$ cat src/rtl/factor_pkg.sv
// Shared types and constants for the sequential factor search/check engine.
package factor_pkg;

  typedef enum logic [2:0] {
    IDLE = 3'd0,
    LOAD = 3'd1,
    MUL  = 3'd2,
    CMP  = 3'd3,
    DONE = 3'd4
  } state_t;

  localparam logic MODE_CHECK  = 1'b0;
  localparam logic MODE_SEARCH = 1'b1;

  // Number of candidate pairs (a, b) with 2 <= a <= b <= 2^w-1.
  function automatic longint pair_count(input int w);
    longint top;
    top = (longint'(1) << w) - 1;
    return ((top - 1) * top) / 2;
  endfunction

endpackage

$ cat src/rtl/shift_add_mul.sv
// W-cycle shift-add multiplier; a and b must stay stable while it runs.
module shift_add_mul #(
  parameter int W = 4
) (
  input  logic           clk,
  input  logic           rst_n,
  input  logic           load,
  input  logic [W-1:0]   a,
  input  logic [W-1:0]   b,
  output logic [2*W-1:0] acc,
  output logic           mul_done
);

  localparam int IW = $clog2(W);

  logic [IW-1:0]  idx;
  logic           active;
  logic           last;
  logic [W-1:0]   b_shr;
  logic [2*W-1:0] addend;

  assign last     = (idx == IW'(W - 1));
  assign b_shr    = b >> idx;
  assign addend   = b_shr[0] ? ({{W{1'b0}}, a} << idx) : '0;
  // Asserted during the final accumulation step, so acc is final on the next cycle.
  assign mul_done = active && last;

  always_ff @(posedge clk or negedge rst_n) begin
    if (!rst_n) begin
      acc    <= '0;
      idx    <= '0;
      active <= 1'b0;
    end else if (load) begin
      acc    <= '0;
      idx    <= '0;
      active <= 1'b1;
    end else if (active) begin
      acc <= acc + addend;
      if (last) begin
        idx    <= '0;
        active <= 1'b0;
      end else begin
        idx <= idx + IW'(1);
      end
    end
  end

endmodule

$ cat src/rtl/factor_search_seq.sv
// Sequential factorization oracle: CHECK verifies a supplied pair, SEARCH
// enumerates pairs a <= b from (2,2) and reports the first non-trivial match.
module factor_search_seq
  import factor_pkg::*;
#(
  parameter int W  = 4,
  parameter int CW = 2 * W
) (
  input  logic           clk,
  input  logic           rst_n,
  input  logic           start,
  input  logic           mode,
  input  logic           abort,
  input  logic [2*W-1:0] target,
  input  logic [W-1:0]   f1_in,
  input  logic [W-1:0]   f2_in,
  output logic           busy,
  output logic           done,
  output logic           found,
  output logic [W-1:0]   f1_out,
  output logic [W-1:0]   f2_out,
  output logic [CW-1:0]  tried_cnt
);

  localparam logic [W-1:0] MAXV = {W{1'b1}};
  localparam logic [W-1:0] TWO  = W'(2);

  // Handshake: start is sampled only while busy is low; busy then stays high
  // until the cycle after the one-cycle done pulse. abort drops busy without done.

  state_t         state;
  logic           mode_q;
  logic [2*W-1:0] target_q;
  logic [W-1:0]   a_q;
  logic [W-1:0]   b_q;
  logic [2*W-1:0] acc;
  logic           mul_done;
  logic           match;
  logic           adv;
  logic           load;

  assign match = (acc == target_q) && (a_q >= TWO) && (b_q >= TWO);
  assign adv   = (mode_q == MODE_SEARCH) && !match && !((a_q == MAXV) && (b_q == MAXV));
  assign load  = (state == LOAD) || ((state == CMP) && adv);

  shift_add_mul #(.W(W)) u_mul (
    .clk      (clk),
    .rst_n    (rst_n),
    .load     (load),
    .a        (a_q),
    .b        (b_q),
    .acc      (acc),
    .mul_done (mul_done)
  );

  always_ff @(posedge clk or negedge rst_n) begin
    if (!rst_n) begin
      state     <= IDLE;
      mode_q    <= MODE_CHECK;
      target_q  <= '0;
      a_q       <= '0;
      b_q       <= '0;
      busy      <= 1'b0;
      done      <= 1'b0;
      found     <= 1'b0;
      f1_out    <= '0;
      f2_out    <= '0;
      tried_cnt <= '0;
    end else if (abort && (state != IDLE)) begin
      state <= IDLE;
      busy  <= 1'b0;
      done  <= 1'b0;
    end else begin
      case (state)
        IDLE: begin
          done <= 1'b0;
          if (start) begin
            state     <= LOAD;
            busy      <= 1'b1;
            mode_q    <= mode;
            target_q  <= target;
            a_q       <= (mode == MODE_SEARCH) ? TWO : f1_in;
            b_q       <= (mode == MODE_SEARCH) ? TWO : f2_in;
            found     <= 1'b0;
            f1_out    <= '0;
            f2_out    <= '0;
            tried_cnt <= '0;
          end
        end
        LOAD: state <= MUL;
        MUL: begin
          if (mul_done) state <= CMP;
        end
        CMP: begin
          tried_cnt <= tried_cnt + CW'(1);
          if ((mode_q == MODE_CHECK) || match) begin
            state  <= DONE;
            done   <= 1'b1;
            found  <= match;
            f1_out <= a_q;
            f2_out <= b_q;
          end else if (adv) begin
            state <= MUL;
            if (b_q != MAXV) begin
              b_q <= b_q + W'(1);
            end else begin
              a_q <= a_q + W'(1);
              b_q <= a_q + W'(1);
            end
          end else begin
            // Every pair tried: report not-found with zeroed factors.
            state <= DONE;
            done  <= 1'b1;
          end
        end
        DONE: begin
          state <= IDLE;
          busy  <= 1'b0;
          done  <= 1'b0;
        end
        default: begin
          state <= IDLE;
          busy  <= 1'b0;
          done  <= 1'b0;
        end
      endcase
    end
  end

endmodule
$ cat config.mk
export PLATFORM = sky130hd
export DESIGN_NAME = factor_search_seq
export DESIGN_NICKNAME = d
export VERILOG_FILES = /design/src/rtl/factor_pkg.sv /design/src/rtl/shift_add_mul.sv /design/src/rtl/factor_search_seq.sv
export SDC_FILE = /design/constraint.sdc
export NUM_CORES = 1
export LEC_CHECK = 0
export ABC_AREA = 1
export CELL_PAD_IN_SITES_DETAIL_PLACEMENT = 0
export CELL_PAD_IN_SITES_GLOBAL_PLACEMENT = 1
export CORE_MARGIN = 2
export CORE_UTILIZATION = 44
export CTS_CLUSTER_DIAMETER = 80
export DETAILED_ROUTE_END_ITERATION = 16
export PLACE_DENSITY = 0.91
export SLEW_MARGIN = 20
export SYNTH_ARGS = -nofsm -noshare
export SYNTH_HDL_FRONTEND = slang
export SYNTH_HIERARCHICAL = 1
export SYNTH_SLANG_ARGS = --single-unit
$ cat constraint.sdc
create_clock -name clk -period 3.7 [get_ports clk]
set_input_delay 0.925 -clock clk [delete_from_list [all_inputs] [get_ports clk]]
set_output_delay 0.925 -clock clk [all_outputs]
set_load 0.005 [all_outputs]
==> results by group <==
Critical path
  • Startpoint types: flop
  • Worst setup path class: flop to flop
  • R2R Setup Slk: 1.39 ns
  • Crit-path max FO: 9
  • Critical path origin: a_q[0]
  • FF-to-FF path depth: 16
  • R2R Path Start: a_q[0]
  • Worst R2R End: u_mul/acc[7]
  • Setup crit end kind: flop
  • CP Data Arrival Time: approximately 2.5 ns
  • Critical Path RT: around 3.9 ns

STA
  • Final WS setup: 1.39 ns
  • Final min period: 2.31 ns
  • Clock Skews: 0.00824 ns
  • Slew margin rel.: 42.8%
  • Max-slew violations: 0
  • Hold WS: 0.493 ns
  • Worst slew pin tran: 0.858 ns
  • Fin crit share: 62.4%
  • Final Setup Violations: 0
  • Endpoints failing hold: 0
  • Fmax: 433 MHz
  • Fin Setup TNS: 0 ns
  • Unrepaired setup endpoints after global routing: no

Route
  • Pre-antenna DRT Iters: 4
  • Drt total wl: 7.02 mm
  • DR DRC count: 0
  • Post-DR vias/cell: around 5.1
  • Initial drt markers: just over 100
  • Vias: 2688
  • Avg WL per Cell: roughly 13 um
  • ANT nets after route: 0

Clocking
  • Post_cts resized: 0
  • CTS Buf Count: 5
  • Clock transition at the registers of the reported paths: 0.10 ns
  • Clock Latency Late Sink: 0.31 ns
  • Setup Buffers After CTS: 0
  • Clock root buffer: clkbuf_8
  • CTS H-tree lvls: 2
  • CTS Buffer Depth: 2
  • Clock sink count: 50
  • Cts hold-fix bufs: 0
  • CTS tree: done

Final layout
  • Design Area, Final: 3650 um2
  • Area growth syn-to-layout: 18.8%
  • Most frequent cells in the layout: 113 x nand2_1, 57 x inv_1, 50 x dfrtp_1
  • Share of layout cells above drive strength 1: 11.2%
  • Layout net count: 479
  • Commonest non-fill, non-tap cell in the layout: nand2_1
  • ANT cells: 0

Run status
  • Status: finished, final reports clean

Power and ir drop
  • Overall power: 0.00250 W
  • Combinational power share: 46.1%
  • LEAKAGE: 1.82 nW
  • Clk network pwr share: 15.9%
  • Sw Ratio: 44.3%
  • VDD IR-drop max: 475 uV
  • Power Dens Cells: 684 nW/um2
  • Psw: 0.00111 W
  • Int Power: roughly 0.0014 W
  • Seq pwr share: 38.0%

Floorplan
  • Die span in x: just under 90 um
  • Starting Density: 45.4%
  • Site Rows: 30
  • I/O pin total: 40
  • Core box area: about 6800 um2
  • Die ar.: 7660 um2
  • Die Height: 87.5 um

Placed design
  • Place WS: 1.27 ns
  • GPL Wtd Cong: around 0.85
  • DP Wirelength: ~5.2 mm
  • Area after DPL: about 3500 um2
  • IO buf count: 39

GRT
  • All-Layer GR Usage: ~20%
  • Overflow after GRT: 0
  • Antenna violations before repair: 0
  • Largest net degree at the start of global routing: 37
  • Vias in the first global route: between 2k and 3k
  • First-pass GRT wire length: 12.1 mm

Worst hold path
  • Worst Hold Class: flop to flop
  • Hold path cells: 2
  • Hold path endpoint: f2_out[0]
  • Min-Delay Startpoint: f2_out[0]

Logic synthesis
  • Yosys Warn Count: 6
  • #FFs+latches synth: 50
  • Syn Area/Cell: 7.66 um2
  • Seq/Total Area, Yosys: 40.7%
  • Synth cell types: 36
  • Post-Synthesis Net Count: around 440
  • Post-Syn Area: ~3100 um2
  • Syn Inst Count: 401

Flow run
  • Max capacitance violation total: 0
## metrics by stage
stage / util, % / instances
after floorplan: - / 401
after global placement: 52.3 / 517
after detailed placement: 52.3 / 517
after CTS: 54.0 / 525
after global routing: 54.0 / 525
final: 54.0 / 525
## kinds of logic (layout without fill, tap and decap cells)
kind of cell	count (synthesis)	after routing	share of synthesized area, %
AO/OA/AOI/OAI	63	63	11.6
adder cells (fa/ha/maj)	14	14	5.95
AND/OR/NAND/NOR	201	201	31.2
multiplexers	1	1	0.326
buffers and inverters	66	110	8.52
XOR/XNOR	6	6	1.71
flip-flops	50	50	40.7
## worst max path at each step
stage	depth (start not counted)	slack, ns	end
after floorplan	11	1.85	u_mul/acc[4]
after global placement	11	1.31	tried_cnt[6]
after detailed placement	11	1.27	tried_cnt[6]
after CTS	15	1.41	u_mul/acc[7]
after global routing	13	1.18	u_mul/acc[3]
final	16	1.39	u_mul/acc[7]
## final cells by class
type / count / area, um2
Fill cell: 661 / 3110
Multi-Input combinational cell: 285 / 1560
Sequential cell: 50 / 1250
Timing Repair Buffer: 40 / 393
Inverter: 62 / 233
Tap cell: 80 / 100
Clock buffer: 5 / 68.8
Clock inverter: 3 / 43.8
## layer usage
| metal | routed length, um | GRT usage, % | vias up |
|---|---|---|---|
| li1 | - | - | 1373 |
| met1 | 3370 | 27.8 | 1266 |
| met2 | 3360 | 32.6 | 43 |
| met3 | 229 | 2.92 | 6 |
| met4 | 57 | 4.62 | 0 |
| met5 | 0 | 0 | - |
## state kept, by name, summed over array words and instances (netlist names)
register	count
u_mul/active	1
busy	1
a_q	4
u_mul/idx	2
f2_out	4
target_q	8
state	3
u_mul/acc	8
b_q	4
mode_q	1
found	1
f1_out	4
done	1
tried_cnt	8
## cell usage after synthesis, drive strengths merged
cell,number,area (um2)
or2,2,12.5
nor3,5,25.0
xor2,2,17.5
nand3b,1,7.51
a22oi,1,7.51
ha,13,163
inv,62,233
mux2i,1,10.0
a2111oi,1,8.76
a21oi,13,68.8
o22ai,1,6.26
nand4,9,56.3
nand3,28,170
nor2,29,154
a22o,3,26.3
o211ai,1,7.51
fa,1,20.0
nand2,127,532
dfrtp,50,1250
buf,4,28.8
a31oi,1,6.26
o21ai,41,216
xnor2,4,35.0
a21boi,1,7.51
## power groups by stage
stage / logic, W / clock network, W / registers, W
after global placement: 0.00112 / 0 / 0.000954
after floorplan: 0.000861 / 0 / 0.000886
final: 0.00115 / 0.000397 / 0.000949
after detailed placement: 0.00115 / 0 / 0.000960
after global routing: 0.00132 / 0.000430 / 0.000982
after CTS: 0.00115 / 0.000404 / 0.000950
## critical path, stage by stage (launching register included)
cell     delay, ns
dfrtp_1       0.55
inv_1         0.08
ha_1          0.20
nor2_1        0.09
nand2_1       0.06
nand2_1       0.09
nor2_1        0.07
nand3_2       0.13
nand4_1       0.14
nand2_1       0.20
inv_1         0.12
nand2_2       0.11
nand2_1       0.07
inv_1         0.10
nand3_2       0.08
nand2_1       0.08
nor2_2        0.03
No activity file was read; power rests on OpenSTA's default activity.
